File: config.mk
export PLATFORM = sky130hd
export DESIGN_NAME = puf_access_arbiter
export DESIGN_NICKNAME = d
export VERILOG_FILES = /design/src/rtl/puf_access_arbiter_pkg.sv /design/src/rtl/puf_access_arbiter_done_sync.sv /design/src/rtl/puf_access_arbiter.sv
export SDC_FILE = /design/constraint.sdc
export NUM_CORES = 1
export LEC_CHECK = 0
export CORE_MARGIN = 2
export CORE_UTILIZATION = 38
export CTS_CLUSTER_DIAMETER = 40
export DETAILED_ROUTE_END_ITERATION = 6
export PLACE_DENSITY = 0.75
export SETUP_SLACK_MARGIN = 0.4
export SYNTH_ARGS = -nofsm -noshare
export SYNTH_HDL_FRONTEND = slang
export SYNTH_SLANG_ARGS = --single-unit
File: constraint.sdc
create_clock -name clk_1 -period 1.9 [get_ports clk_1]
set_input_delay 0.475 -clock clk_1 [delete_from_list [all_inputs] [get_ports clk_1]]
set_output_delay 0.475 -clock clk_1 [all_outputs]
set_load 0.05 [all_outputs]
File: src/rtl/puf_access_arbiter_pkg.sv
`default_nettype none
// ============================================================================
// puf_access_arbiter_pkg : shared states, owner encoding and default widths
// Revision 1.0
// ============================================================================
package puf_access_arbiter_pkg;

  localparam int DEF_CHALLENGE_WIDTH = 32;
  localparam int DEF_RESPONSE_WIDTH  = 6;

  typedef enum logic [2:0] {
    ST_IDLE    = 3'd0,
    ST_SETTLE  = 3'd1,
    ST_TRIG    = 3'd2,
    ST_WAIT    = 3'd3,
    ST_CAPTURE = 3'd4
  } state_e;

  typedef enum logic {
    OWN_CALB = 1'b0,
    OWN_TEST = 1'b1
  } owner_e;

endpackage
`default_nettype wire

File: src/rtl/puf_access_arbiter_done_sync.sv
`default_nettype none
// ============================================================================
// puf_done_sync : 2-flop synchronizer for puf_done with a one-cycle rise pulse
// Revision 1.0
// ============================================================================
module puf_done_sync (
  input  logic clk_1,
  input  logic rst,
  input  logic done_i,
  output logic done_rise_o
);

  logic meta_q;
  logic sync_q;
  logic prev_q;

  always_ff @(posedge clk_1) begin
    if (rst) begin
      meta_q <= 1'b0;
      sync_q <= 1'b0;
      prev_q <= 1'b0;
    end else begin
      meta_q <= done_i;
      sync_q <= meta_q;
      prev_q <= sync_q;
    end
  end

  // Only a fresh 0->1 transition counts; a level held high never re-fires.
  assign done_rise_o = sync_q & ~prev_q;

endmodule
`default_nettype wire

File: src/rtl/puf_access_arbiter.sv
`default_nettype none
// ============================================================================
// puf_access_arbiter : round-robin sharing of the PUF core between calb/test
// Revision 1.0
// ============================================================================
module puf_access_arbiter
  import puf_access_arbiter_pkg::*;
#(
  parameter int CHALLENGE_WIDTH = DEF_CHALLENGE_WIDTH,
  parameter int RESPONSE_WIDTH  = DEF_RESPONSE_WIDTH,
  parameter int SETTLE_CYCLES   = 4,
  parameter int TRIG_CYCLES     = 2,
  parameter int TIMEOUT_CYCLES  = 255
) (
  input  logic                       clk_1,
  input  logic                       rst,
  input  logic                       calb_req,
  input  logic [CHALLENGE_WIDTH-1:0] calb_challenge,
  output logic                       calb_gnt,
  output logic                       calb_valid,
  input  logic                       test_req,
  input  logic [CHALLENGE_WIDTH-1:0] test_challenge,
  output logic                       test_gnt,
  output logic                       test_valid,
  output logic [CHALLENGE_WIDTH-1:0] puf_challenge,
  output logic                       puf_trigger,
  input  logic                       puf_done,
  input  logic [RESPONSE_WIDTH-1:0]  puf_raw_response,
  input  logic                       puf_xor_response,
  output logic [RESPONSE_WIDTH-1:0]  resp_raw,
  output logic                       resp_xor,
  output logic                       resp_err,
  output logic                       busy,
  output logic [7:0]                 timeout_count
);

  localparam logic [7:0] SETTLE_LAST  = 8'(SETTLE_CYCLES - 1);
  localparam logic [7:0] TRIG_LAST    = 8'(TRIG_CYCLES - 1);
  localparam logic [7:0] TIMEOUT_LAST = 8'(TIMEOUT_CYCLES - 1);

  state_e                     state_q, state_d;
  owner_e                     owner_q, owner_d;
  owner_e                     last_q, last_d;
  logic [7:0]                 cnt_q, cnt_d;
  logic [CHALLENGE_WIDTH-1:0] chal_q, chal_d;
  logic [RESPONSE_WIDTH-1:0]  raw_q, raw_d;
  logic                       xor_q, xor_d;
  logic                       err_q, err_d;
  logic [7:0]                 tocnt_q, tocnt_d;
  logic                       done_rise;

  puf_done_sync u_done_sync (
    .clk_1       (clk_1),
    .rst         (rst),
    .done_i      (puf_done),
    .done_rise_o (done_rise)
  );

  always_comb begin
    state_d  = state_q;
    owner_d  = owner_q;
    last_d   = last_q;
    cnt_d    = cnt_q;
    chal_d   = chal_q;
    raw_d    = raw_q;
    xor_d    = xor_q;
    err_d    = err_q;
    tocnt_d  = tocnt_q;
    calb_gnt = 1'b0;
    test_gnt = 1'b0;
    case (state_q)
      ST_IDLE: begin
        // calb wins a tie only when test was the last one served
        if (!rst && calb_req && (!test_req || last_q == OWN_TEST)) begin
          calb_gnt = 1'b1;
          owner_d  = OWN_CALB;
          chal_d   = calb_challenge;
          cnt_d    = '0;
          state_d  = ST_SETTLE;
        end else if (!rst && test_req) begin
          test_gnt = 1'b1;
          owner_d  = OWN_TEST;
          chal_d   = test_challenge;
          cnt_d    = '0;
          state_d  = ST_SETTLE;
        end
      end
      ST_SETTLE: begin
        if (cnt_q == SETTLE_LAST) begin
          cnt_d   = '0;
          state_d = ST_TRIG;
        end else begin
          cnt_d = cnt_q + 8'd1;
        end
      end
      ST_TRIG: begin
        if (cnt_q == TRIG_LAST) begin
          cnt_d   = '0;
          state_d = ST_WAIT;
        end else begin
          cnt_d = cnt_q + 8'd1;
        end
      end
      ST_WAIT: begin
        // Response is sampled on the done edge so it is already on resp_* during CAPTURE.
        if (done_rise) begin
          raw_d   = puf_raw_response;
          xor_d   = puf_xor_response;
          err_d   = 1'b0;
          state_d = ST_CAPTURE;
        end else if (cnt_q == TIMEOUT_LAST) begin
          raw_d   = '0;
          xor_d   = 1'b0;
          err_d   = 1'b1;
          state_d = ST_CAPTURE;
          if (tocnt_q != 8'hFF) begin
            tocnt_d = tocnt_q + 8'd1;
          end
        end else begin
          cnt_d = cnt_q + 8'd1;
        end
      end
      ST_CAPTURE: begin
        last_d  = owner_q;
        state_d = ST_IDLE;
      end
      default: begin
        state_d = ST_IDLE;
      end
    endcase
  end

  always_ff @(posedge clk_1) begin
    if (rst) begin
      state_q <= ST_IDLE;
      owner_q <= OWN_CALB;
      last_q  <= OWN_TEST;
      cnt_q   <= '0;
      chal_q  <= '0;
      raw_q   <= '0;
      xor_q   <= 1'b0;
      err_q   <= 1'b0;
      tocnt_q <= '0;
    end else begin
      state_q <= state_d;
      owner_q <= owner_d;
      last_q  <= last_d;
      cnt_q   <= cnt_d;
      chal_q  <= chal_d;
      raw_q   <= raw_d;
      xor_q   <= xor_d;
      err_q   <= err_d;
      tocnt_q <= tocnt_d;
    end
  end

  assign puf_challenge = chal_q;
  assign puf_trigger   = (state_q == ST_TRIG);
  assign busy          = (state_q != ST_IDLE);
  assign calb_valid    = ~rst & (state_q == ST_CAPTURE) & (owner_q == OWN_CALB);
  assign test_valid    = ~rst & (state_q == ST_CAPTURE) & (owner_q == OWN_TEST);
  assign resp_raw      = raw_q;
  assign resp_xor      = xor_q;
  assign resp_err      = err_q;
  assign timeout_count = tocnt_q;

endmodule
`default_nettype wire

# After elaboration in Yosys (flattened, before gate mapping)
# Cells that the tools add are included.
# Widths: inputs -> output; s select.
dict set report word_totals {
  regBits 64
  inputBits 76
  out_inout_bits 54
}
dict set report classes {
  n_mux 29
  n_bitwise 8
  eq_ne 14
  reduce_logical 16
  n_addsub 2
}
# operator n
set op_table {}
lappend op_table {{$mux 32} 2}
lappend op_table {{$mux 8} 6}
lappend op_table {{$pmux 8 s4} 1}
lappend op_table {{$mux 3} 6}
lappend op_table {{$add 8x1->8 const B} 2}
lappend op_table {{$mux 6} 2}
lappend op_table {{$pmux 3 s4} 1}
lappend op_table {{$reduce_and 4->1} 3}
lappend op_table {{$mux 1} 11}
lappend op_table {{$eq 8x1->1 const B} 1}
lappend op_table {{$eq 8x2->1 const B} 1}
lappend op_table {{$eq 8x8->1 const B} 1}
lappend op_table {{$ne 8x8->1 const B} 1}
lappend op_table {{$eq 3x2->1 const B} 2}
lappend op_table {{$ne 2x2->1 const B} 3}
lappend op_table {{$ne 3x3->1 const B} 2}
lappend op_table {{$and 1x1->1} 4}
lappend op_table {{$not 1->1} 4}
lappend op_table {{$reduce_and 2->1} 2}
lappend op_table {{$reduce_bool 2->1} 2}
lappend op_table {{$reduce_bool 4->1} 1}
lappend op_table {{$eq 3x1->1 const B} 1}
lappend op_table {{$eq 3x3->1 const B} 1}
lappend op_table {{$logic_and 1x1->1} 3}
lappend op_table {{other kinds (5)} 6}

# Longest topological paths before layout
# Gate-level depths: netlist of run 1.
dict set report depth {
  depth_word 5
  ltp_mapped 8
}

# Hierarchy
# Synthesis of run 1 repeated with hierarchy kept, for this count alone.
dict set report hier_totals {
  cells_unflattened 328
  hier_area_um2 3105.5
}
# mod seq_area_each_um2 cells_each n_inst area_per_inst_um2
set modules_own_cells {}
lappend modules_own_cells {puf_access_arbiter 1221.2 321 1 3017.9}
lappend modules_own_cells {puf_done_sync 60.1 7 1 87.6}

# Worst setup path before layout of run 1
# No wires, ideal clock.
dict set report synth_path {
  path_type {input-to-output}
  start {input port rst}
  end {output port calb_gnt}
  t_arrival_ns 2.028
  cell_stages 6
  path_slack_ns -0.603
  path_buffers 3
  cell_sequence {clkbuf_1 inv_1 and3_1 buf_2 buf_2 nor2b_1}
}
dict set report synth_between {
  elab_chain_len 5
}
# item line_no
set synth_rtl {}
lappend synth_rtl {{start, declared} puf_access_arbiter.sv:16} ;# input logic rst,
lappend synth_rtl {{$logic_not 1->1} puf_access_arbiter.sv:74} ;# if (!rst && calb_req && (!test_req || last_q == OWN_TEST)) begin
lappend synth_rtl {{$logic_and 1x1->1 (2 in series)} puf_access_arbiter.sv:74}
lappend synth_rtl {{$mux 1} puf_access_arbiter.sv:74}
lappend synth_rtl {{$mux 1} puf_access_arbiter.sv:71} ;# case (state_q)
lappend synth_rtl {{end, declared} puf_access_arbiter.sv:19} ;# output logic calb_gnt,
# Every way passes these cells.

# Final worst setup path of run 1
dict set report layout_path {
  start {register state_q[1]}
  end {output port test_gnt}
}
dict set report layout_between {
  elab_chain_len 2
}
# item line_no
set layout_rtl {}
lappend layout_rtl {{start, declared} puf_access_arbiter.sv:41} ;# state_e state_q, state_d;
lappend layout_rtl {{start signal, assigned} puf_access_arbiter.sv:145} ;# state_q <= state_d;
lappend layout_rtl {{$logic_not 3->1} puf_access_arbiter.sv:71}
lappend layout_rtl {{$mux 1} puf_access_arbiter.sv:71}
lappend layout_rtl {{end, declared} puf_access_arbiter.sv:23} ;# output logic test_gnt,
# Every way passes these cells.

==> results.txt, run 1 <==
----------------------------------------------------
[Critical path]
  Category of the most critical setup path ... flop to output pin
  WP data arrival ... 1.54 ns
  Highest cell delay on the worst timing path ... 0.40 ns
  Element type at the critical path end ... output pin
  Maximum fanout encountered on the critical timing path ... 3
  Critical Path, Cell by Cell ... or3_4 > nor2_4 > and3b_2 > buf_12
  CP bufs+invs ... 1
  Data required, critical path ... 1.42 ns
  Worst path slowest cell ... sky130_fd_sc_hd__or3_4
  Gate family responsible for the most delay along the worst path ... simple AND/OR/NAND/NOR gates
  Critical Path Start Type ... flop

[Power]
  Sequential fraction of design power ... between 30% and 40%
  Fraction of power consumed by the clock network ... 31.2%
  Switch share ... 31.30%
  Net load switching power ... 1.274 mW
  Maximum vdd drop ... 0.4871 mV
  Leak Pwr ... about 2.2 nW
  Proportion of power drawn by combinational gates ... 32.0%
  Areal power density over the cells ... 729.0 nW/µm²
  Internal Power ... roughly 2.8 mW

[STA]
  Endpoints failing hold ... 0
  Final cycle utilization of the critical path ... 105.9%
  Achievable clock frequency ... about 500 MHz
  Layout Skew ... approximately 0.0076 ns
  Sum of negative setup slack ... -0.2141 ns
  Setup repair after global routing missed its margin ... true
  Tightest Pin Transition ... about 0.52 ns
  Count of endpoints failing setup in the final report ... 2
  Number of max-slew violations in the final report ... 0
  Relative slew slack ... approximately two thirds
  Setup slack of the critical path after layout ... -0.1128 ns
  Minimum clock period ... a little over 2 ns

[Layout]
  Layout cells sized above 1 ... between 40% and 50%
  Layout Nets ... approximately 590
  Final Core Density ... between 70% and 80%
  Area Growth Syn to Fin ... 85.46%
  Post-route non-filler standard cell count ... 614
  Count of antenna diodes in the layout ... 0

[Route]
  Vias post-DR ... 3,150
  Drt pass-1 iters ... 4
  Total wirelength of the detailed-routed design ... roughly 9800 µm
  Drt initial violations ... 62
  Residual antenna-violating net count after detailed routing ... 0
  Mean number of vias per cell ... 5.130
  Wire length per cell ... about 16 µm
  DRC violation count after routing ... 0

[Die]
  Die boundary height ... 93.03 µm
  Number of rows in the core area ... 32
  Die outline area ... 8654 µm²
  Core area ... 7687 µm²
  Initial standard-cell utilization of the core ... 39.18%
  Die span in x ... 93.03 µm
  Top-level I/O count ... 130

[Clock network]
  Source-to-sink clock delay at the later pin of the worst-skew pair ... 0.34 ns
  Number of buffers created by CTS ... 9
  Root buf cell ... sky130_fd_sc_hd__clkbuf_8
  Number of clock sinks seen by CTS ... 64
  CTS tree ... yes
  Number of buffers between clock root and the deepest sink ... 2
  H-tree depth reported by CTS ... 3
  Clock slew seen by the registers of the worst setup and hold paths ... 0.07 ns

[Hold path]
  Min-Delay Path Class ... flop to flop

[Placed design]
  Half-perimeter wire length of the detailed placement result ... roughly 6500 µm
  Setup WS pre-CTS ... -0.2159 ns
  # port buffers ... 129
  Placed cell count ... between 500 and 600
  Final Wtd Congestion ... 0.9335

[Logic synthesis]
  Yosys reg bits ... 64
  Share of the yosys chip area belonging to registers ... 42.54%
  Largest area contributor in the netlist ... sky130_fd_sc_hd__dfxtp_1
  Synth warn ... 0
  Synth Net Count ... 408
  Unique cell type count in the Yosys netlist ... 44
  Most instantiated flip-flop cell in the synthesis netlist ... sky130_fd_sc_hd__dfxtp_1
  Synth Cell Area ... around 3000 µm²
  EDFF count, synth ... 0
  Cells taking the most area after synthesis ... sky130_fd_sc_hd__dfxtp_1 (43%), sky130_fd_sc_hd__mux2i_1 (11%), sky130_fd_sc_hd__a211oi_1 (8.2%)
  Synthesized instance count ... roughly 330
  Avg Cell Area, Syn ... 9.182 µm²
  Top-area cell type share of the netlist area ... approximately 43%
  Post-synth ARST share ... 0%

[Global routing]
  Global router's overall resource usage ... 20.66%
  GR Util met2 ... 35.81%
  Number of global-route vias before repair ... 2,969
  Peak-usage layer in the global routing report ... met2
  Largest net degree at the start of global routing ... 42
  Met1 usage ... 24.76%
  Initial antenna violation count ... 0
  Met3 Usage GRT ... 5.238%
  Total overflow reported by the global router ... 0
  Global-route wire length before repair ... 14,320 µm

[Flow run]
  Max_cap viols ... 0

[Run status]
  Violations in the final reports ... setup timing
  Status ... complete, but fails checks

----------------------------------------------------
cells by family (layout without fill, tap and decap cells):
| group | count (synthesis) | after routing | synth area share, % |
|---|---|---|---|
| compound gates | 67 | 67 | 16.58 |
| xor+xnor | 10 | 10 | 2.908 |
| fa+ha+maj | 4 | 4 | 1.662 |
| buf+inv | 27 | 211 | 4.611 |
| flops | 64 | 64 | 42.54 |
| mux | 34 | 34 | 11.30 |
| simple gates | 122 | 122 | 20.40 |
cell type report:
cell class / count / area [µm²]
multi-input combinational: 237 / 2024
clock inverter: 2 / 35.03
inverter: 5 / 26.28
fill: 577 / 2102
timing repair buffer: 190 / 1868
clock buffer: 14 / 183.9
tap: 102 / 127.6
sequential: 64 / 1320
flip-flops by register name, indices dropped and copies added, names as in the netlist:
name	count
cnt_q	8
u_done_sync.meta_q	1
state_q	3
resp_raw	6
puf_challenge	32
resp_err	1
last_q	1
resp_xor	1
u_done_sync.prev_q	1
u_done_sync.sync_q	1
timeout_count	8
owner_q	1
synth_stat cells, types with 2 or more instances:
cell type,count
sky130_fd_sc_hd__o21ai_0,4
sky130_fd_sc_hd__nor2_1,59
sky130_fd_sc_hd__or2_2,2
sky130_fd_sc_hd__nor2b_1,4
sky130_fd_sc_hd__buf_2,9
sky130_fd_sc_hd__nand4_1,5
sky130_fd_sc_hd__nor3b_1,2
sky130_fd_sc_hd__o21bai_1,3
sky130_fd_sc_hd__o211ai_1,2
sky130_fd_sc_hd__xor2_1,6
sky130_fd_sc_hd__nand2b_1,2
sky130_fd_sc_hd__nor3_1,5
sky130_fd_sc_hd__or4_1,2
sky130_fd_sc_hd__and3b_1,2
sky130_fd_sc_hd__inv_1,5
sky130_fd_sc_hd__and2_1,5
sky130_fd_sc_hd__nand3_1,8
sky130_fd_sc_hd__or3_1,4
sky130_fd_sc_hd__ha_1,4
sky130_fd_sc_hd__or3b_1,2
sky130_fd_sc_hd__a21oi_1,8
sky130_fd_sc_hd__mux2i_1,34
sky130_fd_sc_hd__clkbuf_1,8
sky130_fd_sc_hd__and3_1,3
sky130_fd_sc_hd__xnor2_1,4
sky130_fd_sc_hd__buf_6,2
sky130_fd_sc_hd__dfxtp_1,64
sky130_fd_sc_hd__a21o_1,3
sky130_fd_sc_hd__a211oi_1,33
sky130_fd_sc_hd__buf_4,3
sky130_fd_sc_hd__a22oi_1,7
sky130_fd_sc_hd__nand2_1,12
timing repair:
| item | in CTS | in global routing |
|---|---|---|
| gates resized for setup | 33 | 53 |
| endpoints found under the setup margin | 65 | 65 |
| gates cloned | 0 | 5 |
| setup buffers | 10 | 17 |
| hold buffers | 0 | 0 |
| pin swaps | 26 | 10 |
metrics by stage:
step	hold slack (ns)	power, mW	area [µm²]
after global placement	0.4190	2.594	4701
after detailed placement	0.4247	2.612	4701
final	0.4374	4.072	5585
after CTS	0.4429	3.944	5119
after global routing	0.4688	4.246	5585
after floorplan	0.4138	2.190	3279
metal layers:
layer / part of all wire, % / wire length (µm) / vias up
met1: 40 / 3913 / 1491
met5: 0 / 0 / -
met4: 2.1 / 204 / 0
met3: 7.0 / 688 / 21
li1: - / - / 1536
met2: 51 / 5006 / 102
power groups by stage:
stage / combinational (mW) / clock, mW / sequential, mW
after CTS: 1.15 / 1.30 / 1.49
after floorplan: 0.411 / 0 / 1.78
after detailed placement: 1.08 / 0 / 1.53
after global routing: 1.38 / 1.36 / 1.51
final: 1.30 / 1.27 / 1.50
after global placement: 1.07 / 0 / 1.53
cells in the final DEF, fill, tap and decap left out, types with 3 or more instances in the layout:
cell type / instances
sky130_fd_sc_hd__dfxtp_2: 10
sky130_fd_sc_hd__nor2_4: 4
sky130_fd_sc_hd__a211oi_2: 21
sky130_fd_sc_hd__a22oi_2: 7
sky130_fd_sc_hd__clkbuf_8: 11
sky130_fd_sc_hd__nand4_1: 5
sky130_fd_sc_hd__nor3_1: 4
sky130_fd_sc_hd__a21oi_1: 3
sky130_fd_sc_hd__nor2_2: 8
sky130_fd_sc_hd__or3_1: 3
sky130_fd_sc_hd__nor2_1: 47
sky130_fd_sc_hd__buf_4: 83
sky130_fd_sc_hd__xor2_1: 6
sky130_fd_sc_hd__o21bai_1: 3
sky130_fd_sc_hd__a21o_1: 3
sky130_fd_sc_hd__nand3_1: 5
sky130_fd_sc_hd__mux2i_1: 34
sky130_fd_sc_hd__a21oi_2: 5
sky130_fd_sc_hd__clkdlybuf4s50_1: 72
sky130_fd_sc_hd__and2_1: 4
sky130_fd_sc_hd__dfxtp_1: 47
sky130_fd_sc_hd__nor2b_1: 3
sky130_fd_sc_hd__buf_6: 17
sky130_fd_sc_hd__nand2_1: 9
sky130_fd_sc_hd__clkbuf_16: 4
sky130_fd_sc_hd__a211oi_1: 12
sky130_fd_sc_hd__ha_4: 4
sky130_fd_sc_hd__dfxtp_4: 7
sky130_fd_sc_hd__buf_12: 11
sky130_fd_sc_hd__o21ai_0: 3
path summary, 6_finish.rpt:
path	startpoint	endpoint	slack (ns)	cells after the start
max reg2reg	state_q[1]$_SDFFE_PP0P_	cnt_q[4]$_SDFFE_PP0P_	0.05	7
min reg2reg	u_done_sync.meta_q$_SDFF_PP0_	u_done_sync.sync_q$_SDFF_PP0_	0.44	1
max	state_q[1]$_SDFFE_PP0P_	test_gnt	-0.11	4
min	u_done_sync.meta_q$_SDFF_PP0_	u_done_sync.sync_q$_SDFF_PP0_	0.44	1
Note: power is estimated with default switching activity, not from simulation.
==> inputs of run 2 (changes only) <==
==> constraint.sdc (replaced) <==
create_clock -name clk_1 -period 1.9 [get_ports clk_1]
set_input_delay 0.475 -clock clk_1 [delete_from_list [all_inputs] [get_ports clk_1]]
set_output_delay 0.475 -clock clk_1 [all_outputs]
set_load 0.005 [all_outputs]
==> results.txt, run 2 (synthesis results as in run 1) <==
----------------------------------------------------
[Clock network]
  Number of buffers created by CTS ... 9 (unchanged)
  Clock slew seen by the registers of the worst setup and hold paths ... 0.07 ns (about the same)
  H-tree depth reported by CTS ... 3 (unchanged)
  Number of clock sinks seen by CTS ... 64 (unchanged)
  Root buf cell ... sky130_fd_sc_hd__clkbuf_8
  Number of hold buffers added after cts ... 0 (unchanged)
  Number of buffers between clock root and the deepest sink ... 2 (unchanged)
  Source-to-sink clock delay at the later pin of the worst-skew pair ... 0.34 ns (about the same)
  CTS tree ... yes

[Critical path]
  Maximum fanout encountered on the critical timing path ... 2 (-1)
  Critical Path, Cell by Cell ... or3_4 > nor2_4 > and3b_1 > buf_2
  Worst path slowest cell ... sky130_fd_sc_hd__or3_4
  R2r setup slk ... 0.03 ns (-0.02 ns)
  Element type at the critical path end ... output pin
  Data required, critical path ... 1.42 ns (about the same)
  Category of the most critical setup path ... flop to output pin
  WP data arrival ... 1.43 ns (-0.11 ns)
  Highest cell delay on the worst timing path ... 0.40 ns (about the same)
  Critical Path Start Type ... flop

[STA]
  Tightest Pin Transition ... 0.4565 ns (-0.06597 ns)
  Achievable clock frequency ... 526.3 MHz (+5.9%)
  Count of endpoints failing setup in the final report ... 1 (-1)
  Number of max-slew violations in the final report ... 0 (unchanged)
  Setup repair after global routing missed its margin ... true
  Minimum clock period ... 1.900 ns (-0.1127 ns)
  Layout Skew ... 0.007262 ns (-0.0003223 ns)
  Sum of negative setup slack ... -0.0001491 ns (+0.2140 ns)
  Relative slew slack ... 69.56% (+4.4 points)
  Setup slack of the critical path after layout ... -0.0001491 ns (+0.1127 ns)
  Final cycle utilization of the critical path ... 100.0% (-5.9 points)
  Endpoints failing hold ... 0 (unchanged)

[Power]
  Areal power density over the cells ... 633.5 nW/µm² (-13%)
  Maximum vdd drop ... 0.3606 mV (-26%)
  Tot Pwr ... 3.375 mW (-17%)
  Leak Pwr ... 2.237 nW (+0.98%)

[Layout]
  Most frequent cells in the layout ... sky130_fd_sc_hd__clkdlybuf4s50_1 (72), sky130_fd_sc_hd__nor2_1 (55), sky130_fd_sc_hd__dlygate4sd2_1 (50)
  Post-route cell area ... 5328 µm² (-4.6%)
  Max FFs per register ... 32 (unchanged)
  Commonest non-fill, non-tap cell in the layout ... sky130_fd_sc_hd__clkdlybuf4s50_1
  Area Growth Syn to Fin ... 76.90%
  Layout fillers ... 618 (+7.1%)
  Layout Nets ... 580 (-1.2%)
  Count of antenna diodes in the layout ... 0 (unchanged)
  Post-route non-filler standard cell count ... 606 (-1.3%)
  Layout cells sized above 1 ... 31.15% (-14 points)

[Run status]
  Violations in the final reports ... setup timing
  Status ... complete, but fails checks

[Route]
  Residual antenna-violating net count after detailed routing ... 0 (unchanged)
  Drt initial violations ... 60 (-3.2%)
  Wire length per cell ... 15.94 µm (-0.26%)
  Total wirelength of the detailed-routed design ... 9660 µm (-1.6%)
  Vias post-DR ... 3,115 (-1.1%)
  DRC violation count after routing ... 0 (unchanged)
  Mean number of vias per cell ... 5.140 (+0.19%)
  Drt pass-1 iters ... 4 (unchanged)

[Global routing]
  Met3 Usage GRT ... 5.318% (+0.081 points)
  GR Util met2 ... 38.59% (+2.8 points)
  Met1 usage ... 23.81% (-0.95 points)
  Largest net degree at the start of global routing ... 39 (-7.1%)
  Global-route wire length before repair ... 14,610 µm (+2.0%)
  Total overflow reported by the global router ... 0 (unchanged)
  Initial antenna violation count ... 0 (unchanged)
  Global router's overall resource usage ... 21.36% (+0.70 points)
  Peak-usage layer in the global routing report ... met2
  Number of global-route vias before repair ... 3,057 (+3.0%)

[Die]
  Top-level I/O count ... 130 (unchanged)
  Initial standard-cell utilization of the core ... 39.18% (unchanged)
  Core area ... 7687 µm² (unchanged)
  Die boundary height ... 93.03 µm (unchanged)
  Die outline area ... 8654 µm² (unchanged)
  Number of rows in the core area ... 32 (unchanged)
  Die span in x ... 93.03 µm (unchanged)

[Placed design]
  Placed cell area ... 4613 µm² (-1.9%)
  Final Wtd Congestion ... 0.8514 (-8.8%)
  # port buffers ... 129 (unchanged)
  Half-perimeter wire length of the detailed placement result ... 6152 µm (-4.8%)
  Placed cell count ... 560 (-1.1%)
  Setup WS pre-CTS ... -0.4953 ns (-0.2794 ns)

[Flow run]
  Max_cap viols ... 0 (unchanged)

[Hold path]
  Min-Delay Path Class ... flop to flop

----------------------------------------------------
## run 2: changes by cell type in the layout (fill, tap and decap cells not counted), sizes merged
cell and change:
bufbuf +1, dlygate4sd2 +48, clkinv +2, clkinvlp +1, clkbuf -6, bufinv -1
buf -53
## run 2: layout make-up
| class | instances | area [µm²] | share of cell area (%) |
|---|---|---|---|
| inverter | 5 | 23.77 | 0.4462 |
| clock buffer | 11 | 131.4 | 2.466 |
| timing repair buffer | 183 | 1782 | 33.44 |
| clock inverter | 4 | 22.52 | 0.4227 |
| multi-input combinational | 237 | 1919 | 36.03 |
| sequential | 64 | 1321 | 24.80 |
| tap | 102 | 127.6 | 2.395 |
## run 2: routing by layer
metal | share of wire (%) | vias up | wire length (µm)
met4 | 2.1 | 0 | 207
li1 | - | 1523 | -
met1 | 40 | 1471 | 3853
met3 | 6.7 | 18 | 649
met5 | 0 | - | 0
met2 | 51 | 103 | 4949
## run 2: path summary, 6_finish.rpt
path,endpoint,start,depth (start not counted)
max reg2reg,cnt_q[6]$_SDFFE_PP0P_,cnt_q[1]$_SDFFE_PP0P_,9
max,test_gnt,state_q[2]$_SDFFE_PP0P_,4
min reg2reg,u_done_sync.sync_q$_SDFF_PP0_,u_done_sync.meta_q$_SDFF_PP0_,1
min,u_done_sync.sync_q$_SDFF_PP0_,u_done_sync.meta_q$_SDFF_PP0_,1
## run 2: worst max-delay path: cells and delay by family, from the launching register on
| kind | cells | cell delay [ns] |
|---|---|---|
| buffers and inverters | 1 | 0.11 |
| AND/OR/NAND/NOR | 3 | 0.66 |
| flip-flops | 1 | 0.32 |
## run 2: report_power, final
group,internal (mW),leakage [nW],switching [mW]
logic,0.543,1.62,0.375
clock network,0.460,0.0789,0.507
registers,1.43,0.535,0.0565
total,2.44,2.24,0.938
## run 2: through the flow
| step | hold WS, ns | utilization, % |
|---|---|---|
| global route | 0.4568 | 69.30 |
| detailed placement | 0.4354 | 60.01 |
| floorplan | 0.4138 | - |
| global placement | 0.4219 | 60.01 |
| finish | 0.4493 | 69.30 |
| CTS | 0.4505 | 66.47 |
## run 2: timing repair
| action | 4_1_cts | 5_1_grt |
|---|---|---|
| cloned | 3 | 0 |
| pin swaps | 33 | 19 |
| buffers inserted | 18 | 10 |
| gates resized for setup | 147 | 25 |
| endpoints found under the setup margin | 111 | 64 |
